==> src/rtl/dram_snapshot_writer_pkg.sv <==
// Shared types and widths for the DRAM snapshot writer.
package dram_snapshot_writer_pkg;

    localparam int DATA_W = 144;
    localparam int BE_W   = 18;
    localparam int ADDR_W = 32;

    typedef enum logic [2:0] {
        ST_IDLE    = 3'd0,
        ST_ARMED   = 3'd1,
        ST_CAPTURE = 3'd2,
        ST_BEAT0   = 3'd3,
        ST_BEAT1   = 3'd4,
        ST_DRAIN   = 3'd5,
        ST_DONE    = 3'd6
    } state_e;

endpackage

==> src/rtl/dram_snapshot_writer_fifo.sv <==
// First-word-fall-through sample buffer; the head word is held in a register so
// the DRAM write data leaves the block straight from a flop.
module snapshot_fifo
    import dram_snapshot_writer_pkg::*;
#(
    parameter int AW = 4
) (
    input  logic              clk_i,
    input  logic              rst_ni,
    input  logic              push_i,
    input  logic              pop_i,
    input  logic [DATA_W-1:0] din_i,
    output logic [DATA_W-1:0] dout_o,
    output logic              full_o,
    output logic              empty_o,
    output logic [AW:0]       count_o
);

    localparam int DEPTH = 1 << AW;

    logic [DATA_W-1:0] mem_q [DEPTH];
    logic [AW:0]       wr_ptr_q, wr_ptr_d;
    logic [AW:0]       rd_ptr_q, rd_ptr_d;
    logic [DATA_W-1:0] dout_q, dout_d;
    logic [AW-1:0]     rd_next_idx;
    logic              push_ok;
    logic              pop_ok;

    assign count_o     = wr_ptr_q - rd_ptr_q;
    assign empty_o     = (wr_ptr_q == rd_ptr_q);
    assign full_o      = (wr_ptr_q[AW] != rd_ptr_q[AW]) &&
                         (wr_ptr_q[AW-1:0] == rd_ptr_q[AW-1:0]);
    assign pop_ok      = pop_i && !empty_o;
    // A push into a full buffer is still taken when the head leaves the same cycle.
    assign push_ok     = push_i && (!full_o || pop_ok);
    assign rd_next_idx = rd_ptr_q[AW-1:0] + AW'(1);
    assign dout_o      = dout_q;

    always_comb begin
        wr_ptr_d = wr_ptr_q + (AW+1)'(push_ok);
        rd_ptr_d = rd_ptr_q + (AW+1)'(pop_ok);
        dout_d   = dout_q;
        if (pop_ok) begin
            if (count_o > (AW+1)'(1)) begin
                dout_d = mem_q[rd_next_idx];
            end else if (push_ok) begin
                dout_d = din_i;
            end
        end else if (empty_o && push_ok) begin
            dout_d = din_i;
        end
    end

    always_ff @(posedge clk_i) begin
        if (!rst_ni) begin
            wr_ptr_q <= '0;
            rd_ptr_q <= '0;
            dout_q   <= '0;
        end else begin
            wr_ptr_q <= wr_ptr_d;
            rd_ptr_q <= rd_ptr_d;
            dout_q   <= dout_d;
        end
    end

    always_ff @(posedge clk_i) begin
        if (push_ok) begin
            mem_q[wr_ptr_q[AW-1:0]] <= din_i;
        end
    end

endmodule

==> src/rtl/dram_snapshot_writer.sv <==
// Capture engine: buffers 144-bit samples and issues them as two-beat DRAM write bursts.
//
// state   | meaning
// IDLE    | waiting for a ctrl_start rising edge
// ARMED   | region reset, waiting for trig
// CAPTURE | buffering samples until a full burst (2 words) is available
// BEAT0   | first beat of a burst on the request bus
// BEAT1   | second beat, same address
// DRAIN   | discarding leftover buffered words
// DONE    | one cycle before returning to IDLE
module dram_snapshot_writer
    import dram_snapshot_writer_pkg::*;
#(
    parameter logic [ADDR_W-1:0] BASE_ADDR  = 32'h0,
    parameter logic [ADDR_W-1:0] ADDR_STEP  = 32'd8,
    parameter logic [31:0]       NUM_BURSTS = 32'd1024,
    parameter int                FIFO_AW    = 4
) (
    input  logic              Mem_Clk,
    input  logic              Mem_Rst_n,
    input  logic              ctrl_start,
    input  logic              ctrl_ring,
    input  logic              ctrl_stop,
    input  logic              trig,
    input  logic [DATA_W-1:0] din,
    input  logic              din_valid,
    output logic              status_busy,
    output logic              status_done,
    output logic              status_overflow,
    output logic [ADDR_W-1:0] status_addr,
    output logic [ADDR_W-1:0] Mem_Cmd_Address,
    output logic              Mem_Cmd_RNW,
    output logic              Mem_Cmd_Valid,
    output logic [31:0]       Mem_Cmd_Tag,
    input  logic              Mem_Cmd_Ack,
    output logic [DATA_W-1:0] Mem_Wr_Din,
    output logic [BE_W-1:0]   Mem_Wr_BE
);

    state_e            state_q, state_d;
    logic              start_q;
    logic              ring_q, ring_d;
    logic              stop_pend_q, stop_pend_d;
    logic [ADDR_W-1:0] addr_q, addr_d;
    logic [31:0]       cnt_q, cnt_d;
    logic              done_q, done_d;
    logic              ovf_q, ovf_d;
    logic              valid_q, valid_d;

    logic              start_rise;
    logic              burst_last;
    logic              stop_req;
    logic              fifo_push;
    logic              fifo_pop;
    logic              fifo_full;
    logic              fifo_empty;
    logic [FIFO_AW:0]  fifo_count;
    logic [DATA_W-1:0] fifo_dout;

    snapshot_fifo #(
        .AW (FIFO_AW)
    ) u_fifo (
        .clk_i   (Mem_Clk),
        .rst_ni  (Mem_Rst_n),
        .push_i  (fifo_push),
        .pop_i   (fifo_pop),
        .din_i   (din),
        .dout_o  (fifo_dout),
        .full_o  (fifo_full),
        .empty_o (fifo_empty),
        .count_o (fifo_count)
    );

    assign start_rise = ctrl_start && !start_q;
    assign burst_last = ((cnt_q + 32'd1) == NUM_BURSTS);
    assign stop_req   = ctrl_stop || stop_pend_q;
    // The trig cycle itself already carries a sample.
    assign fifo_push  = din_valid &&
                        ((state_q == ST_CAPTURE) || (state_q == ST_BEAT0) ||
                         (state_q == ST_BEAT1)   || ((state_q == ST_ARMED) && trig));

    always_comb begin
        state_d     = state_q;
        ring_d      = ring_q;
        stop_pend_d = stop_pend_q;
        addr_d      = addr_q;
        cnt_d       = cnt_q;
        done_d      = done_q;
        ovf_d       = ovf_q;
        fifo_pop    = 1'b0;

        unique case (state_q)
            ST_IDLE: begin
                if (start_rise) begin
                    state_d     = ST_ARMED;
                    done_d      = 1'b0;
                    ovf_d       = 1'b0;
                    addr_d      = BASE_ADDR;
                    cnt_d       = '0;
                    ring_d      = ctrl_ring;
                    stop_pend_d = 1'b0;
                end
            end
            ST_ARMED: begin
                if (trig) begin
                    state_d = ST_CAPTURE;
                end
            end
            ST_CAPTURE: begin
                if (stop_req) begin
                    state_d = ST_DRAIN;
                end else if (fifo_count >= (FIFO_AW+1)'(2)) begin
                    state_d = ST_BEAT0;
                end
            end
            ST_BEAT0: begin
                if (ctrl_stop) begin
                    stop_pend_d = 1'b1;
                end
                if (Mem_Cmd_Ack) begin
                    fifo_pop = 1'b1;
                    state_d  = ST_BEAT1;
                end
            end
            ST_BEAT1: begin
                if (ctrl_stop) begin
                    stop_pend_d = 1'b1;
                end
                if (Mem_Cmd_Ack) begin
                    fifo_pop = 1'b1;
                    addr_d   = addr_q + ADDR_STEP;
                    cnt_d    = cnt_q + 32'd1;
                    if (burst_last && !ring_q) begin
                        state_d = ST_DRAIN;
                    end else if (burst_last) begin
                        addr_d  = BASE_ADDR;
                        cnt_d   = '0;
                        state_d = ST_CAPTURE;
                    end else if (stop_req) begin
                        state_d = ST_DRAIN;
                    end else begin
                        state_d = ST_CAPTURE;
                    end
                end
            end
            ST_DRAIN: begin
                stop_pend_d = 1'b0;
                if (fifo_empty) begin
                    state_d = ST_DONE;
                    done_d  = 1'b1;
                end else begin
                    fifo_pop = 1'b1;
                end
            end
            ST_DONE: begin
                state_d = ST_IDLE;
            end
            default: begin
                state_d = ST_IDLE;
            end
        endcase

        if (fifo_push && fifo_full && !fifo_pop) begin
            ovf_d = 1'b1;
        end

        valid_d = (state_d == ST_BEAT0) || (state_d == ST_BEAT1);
    end

    always_ff @(posedge Mem_Clk) begin
        if (!Mem_Rst_n) begin
            state_q     <= ST_IDLE;
            start_q     <= 1'b0;
            ring_q      <= 1'b0;
            stop_pend_q <= 1'b0;
            addr_q      <= BASE_ADDR;
            cnt_q       <= '0;
            done_q      <= 1'b0;
            ovf_q       <= 1'b0;
            valid_q     <= 1'b0;
        end else begin
            state_q     <= state_d;
            start_q     <= ctrl_start;
            ring_q      <= ring_d;
            stop_pend_q <= stop_pend_d;
            addr_q      <= addr_d;
            cnt_q       <= cnt_d;
            done_q      <= done_d;
            ovf_q       <= ovf_d;
            valid_q     <= valid_d;
        end
    end

    assign status_busy     = (state_q != ST_IDLE) && (state_q != ST_DONE);
    assign status_done     = done_q;
    assign status_overflow = ovf_q;
    assign status_addr     = addr_q;

    assign Mem_Cmd_Address = addr_q;
    assign Mem_Cmd_RNW     = 1'b0;
    assign Mem_Cmd_Valid   = valid_q;
    assign Mem_Cmd_Tag     = '0;
    assign Mem_Wr_Din      = fifo_dout;
    assign Mem_Wr_BE       = {BE_W{valid_q}};

endmodule

==> config.mk <==
export PLATFORM = sky130hd
export DESIGN_NAME = dram_snapshot_writer
export DESIGN_NICKNAME = d
export VERILOG_FILES = /design/src/rtl/dram_snapshot_writer_pkg.sv /design/src/rtl/dram_snapshot_writer_fifo.sv /design/src/rtl/dram_snapshot_writer.sv
export SDC_FILE = /design/constraint.sdc
export NUM_CORES = 2
export LEC_CHECK = 0
export BUFFER_PORTS_ARGS = -buffer_cell sky130_fd_sc_hd__buf_2
export CAP_MARGIN = 20
export CORE_AREA = 2 2 320 481
export CTS_CLUSTER_DIAMETER = 100
export CTS_CLUSTER_SIZE = 28
export DETAILED_ROUTE_END_ITERATION = 10
export DIE_AREA = 0 0 322 483
export GPL_ROUTABILITY_DRIVEN = 0
export PLACE_DENSITY = 0.83
export RECOVER_POWER = 50
export SYNTH_ARGS = -nofsm -noshare
export SYNTH_HDL_FRONTEND = slang
export SYNTH_SLANG_ARGS = --single-unit
==> constraint.sdc <==
create_clock -name Mem_Clk -period 32.6 [get_ports Mem_Clk]
set_clock_uncertainty 0.1 [all_clocks]
set_input_delay 3.26 -clock Mem_Clk [delete_from_list [all_inputs] [get_ports Mem_Clk]]
set_output_delay 3.26 -clock Mem_Clk [all_outputs]
set_load 0.01 [all_outputs]
==> results by group <==
Status
  • Status: finished with violations
  • Failing checks: max-capacitance violations, max-slew violations

Worst setup path
  • Reg2reg end: u_fifo.dout_o[9]$_SDFFE_PN0P_
  • Critical Path End Type: flop
  • Worst Setup Start Kind: primary input
  • Crit path required time: between 30,000 and 40,000 ps
  • Crit path max fanout: 78
  • Critical path class: in -> reg
  • Reg-to-Reg Start: u_fifo.rd_ptr_q[0]$_SDFF_PN0_
  • R2r setup slk: 25,800 ps
  • CP arrival: slightly above 10,000 ps
  • R2R cell count: 9

Die
  • Die ar.: 0.1555 mm^2
  • Core area: 0.1511 mm^2
  • Die H: ~480 um
  • Io pins: roughly 420
  • Die width: ~320 um
  • Initial core utilization: 0.6479
  • Row cnt: 175

STA
  • Final hold vios: 0
  • Final period util: 0.2994
  • Worst hold slack: approximately 390 ps
  • RSZ-0062 raised after global routing: false
  • # setup viols final: 0
  • TNS Setup: 0 ps
  • Worst-margin pin slew: approximately 3600 ps
  • Fmax: roughly 100 MHz
  • Slew Limit Fails: about 190
  • Post-layout minimum cycle time: 9759 ps
  • Max-slew headroom: -1.415

Pwr
  • Leakage power figure: between 30 and 40 nW
  • Max rail drop VDD: around 0.000058 V
  • Tot Pwr: 5.366 mW
  • Internal power: between 4 and 5 mW
  • Combinational Power Share: 0.043
  • Sw frac: 0.2091
  • Switching pwr: between 1 and 1.5 mW
  • Cell Pwr Density: just over 50 mW/mm^2
  • Flop pwr share: 0.672
  • Clock group share of total power: 0.285

Hold path
  • Hold WC Path Type: reg -> reg
  • Hold Path Sink: status_done$_SDFFE_PN0P_
  • Hold Path Depth: 2
  • Hold_sp: status_done$_SDFFE_PN0P_

Placed design
  • DP HPWL: between 100,000 and 150,000 um
  • Buffers on Ports: around 380

Global route
  • GRT overflow: 0
  • Pin count of the biggest net entering global routing: 159
  • All-Layer GR Usage: 0.2953
  • Antenna violations before repair: 30
  • Vias in the first global route: 48,920
  • Global-route wire length before repair: 331,500 um

Clocking
  • Num CTS Buffers: 100
  • H-tree depth: 3
  • CTS Hold Bufs: 0
  • Max Buffers Root-to-Sink: 3
  • Postcts setup bufs: 0
  • Reg clk slew, reported paths: approximately 110 ps
  • Worst skew pair latency: between 700 and 800 ps
  • Clk sinks: roughly 2,500
  • CTS tree: built
  • Clock Tree Root: clkbuf_16
  • Cts repair resizes: 0

Final layout
  • Final nets: between 4,000 and 5,000
  • Most frequent cells in the layout: edfxtp_1 (2,304), mux4_2 (720), clkbuf_1 (374)
  • Layout cells sized above 1: 0.2112
  • Area Growth Syn to Fin: 6.382%
  • Fillcell total: 8,867
  • Final core utilization: 0.6893
  • Most common cell after layout, fill and taps aside: edfxtp_1

Synthesis
  • Synth warn: 0
  • Flops & latches, synth: roughly 2,500
  • Area leader, netlist: edfxtp_1
  • Primary FF master, synth: edfxtp_1
  • Avg Cell Area, Syn: between 20 and 25 um^2
  • Area contributors post-synth: edfxtp_1 (71%), mux4_2 (17%), dfxtp_1 (4.6%)
  • Mapped Area: around 0.098 mm^2
  • Yosys top cell area share: 0.7068
  • Synth async-reset ratio: 0
  • Synth Instances: 4,558
  • Synth cell types: 70
  • Sequential-to-total area share from yosys stat: 0.7526
  • EDFF count, synth: ~2,300

Route
  • Vias: between 40,000 and 50,000
  • Final wirelength: between 200,000 and 250,000 um
  • Initial DRC Count: roughly 6,200
  • DR pass1 iterations: 5
  • Remaining antenna violation count: 0
  • WL/cell: about 34 um
  • Number of vias per cell: just over 7
  • DRC viols: 0

Run
  • Max-cap violation count: 3
[sequential cells by signal, summed over array words and instances, names as in the netlist]
register / cells
u_fifo.mem_q: 2304
start_q: 1
Mem_Cmd_Address: 29
u_fifo.rd_ptr_q: 5
status_done: 1
u_fifo.wr_ptr_q: 5
Mem_Cmd_Valid: 1
cnt_q: 32
stop_pend_q: 1
ring_q: 1
status_overflow: 1
u_fifo.dout_o: 144
state_q: 3
[per-layer routing]
layer	part of all wire	GRT usage	vias up
li1	-	-	19350
met1	0.36	0.3978	25480
met2	0.52	0.5065	3103
met3	0.093	0.04740	398
met4	0.026	0.08343	38
met5	0.0010	0	-
[power groups by stage]
stage | Sequential (mW) | Clock, mW | Combinational (mW)
2_1_floorplan | 3.68 | 0 | 0.111
3_3_place_gp | 3.67 | 0 | 0.226
3_5_place_dp | 3.68 | 0 | 0.237
4_1_cts | 3.61 | 1.55 | 0.238
5_1_grt | 3.61 | 1.64 | 0.248
6_report | 3.61 | 1.53 | 0.229
[cell usage after synthesis (4+ instances only)]
cell / number
and3_1: 17
buf_4: 86
o21ai_0: 11
xor2_1: 6
nand2b_1: 4
or3_1: 11
nand2_1: 60
o21a_1: 4
a311oi_1: 13
and2_1: 5
mux4_2: 720
edfxtp_1: 2304
mux2i_1: 149
a41oi_1: 4
nor2_1: 212
nor3_1: 48
o211ai_1: 8
a31oi_1: 10
ha_1: 11
xnor2_1: 14
o221a_2: 4
nor4_1: 7
o211a_1: 27
buf_2: 21
a211oi_1: 146
buf_6: 4
inv_1: 16
and4_1: 7
nor2b_1: 6
or4_1: 6
nand3_1: 31
clkbuf_1: 186
nand4_1: 18
a21oi_1: 46
buf_1: 61
dfxtp_1: 224
[worst max-delay path, cell delays in order]
cell and delay [ps]:
clkbuf_1 990, clkinvlp_2 3230, clkbuf_1 1910, a211oi_1 760
[cells by family (layout without fill, tap and decap cells)]
group / count (synthesis) / after routing / share of synthesized area
flip-flops: 2528 / 2528 / 0.7526
multiplexers: 870 / 870 / 0.1810
AND/OR/NAND/NOR: 449 / 449 / 0.02165
buffers and inverters: 375 / 660 / 0.01826
AO/OA/AOI/OAI: 303 / 303 / 0.02308
XOR/XNOR: 20 / 20 / 0.001789
adder cells (fa/ha/maj): 12 / 12 / 0.001610
other: 1 / 51 / 0.00003831
[cell type report]
| type | count | area, um^2 | area share |
|---|---|---|---|
| Clock inverter | 8 | 78.83 | 0.0007569 |
| Antenna cell | 12 | 30.03 | 0.0002884 |
| Clock buffer | 181 | 2849 | 0.02736 |
| Tap cell | 1947 | 2436 | 0.02339 |
| Inverter | 16 | 61.31 | 0.0005887 |
| Multi-Input combinational cell | 1693 | 22720 | 0.2182 |
| Sequential cell | 2528 | 73670 | 0.7075 |
| Timing Repair Buffer | 455 | 2288 | 0.02197 |
[stage by stage]
step                      setup WS (ps)  cells  cell area [um^2]
after floorplan                   17560   4596             98040
after global placement            24720   6635            101500
after detailed placement          24660   6635            101500
after CTS                         25400   6824            104400
after global routing              22560   6834            104100
final                             22840   6840            104100
[worst max-delay path by stage]
stage                                           to  slack, ps        start  depth (start not counted)
floorplan             u_fifo.mem_q[0][0]$_DFFE_PP_      17560  Mem_Cmd_Ack                          6
global placement    u_fifo.mem_q[14][14]$_DFFE_PP_      24720  Mem_Cmd_Ack                          9
detailed placement   u_fifo.mem_q[14][5]$_DFFE_PP_      24660  Mem_Cmd_Ack                          9
CTS                  u_fifo.mem_q[14][2]$_DFFE_PP_      25400  Mem_Cmd_Ack                          9
global route        u_fifo.dout_o[74]$_SDFFE_PN0P_      22560    Mem_Rst_n                          4
finish              u_fifo.dout_o[74]$_SDFFE_PN0P_      22840    Mem_Rst_n                          4
No activity file was read; power rests on OpenSTA's default activity.
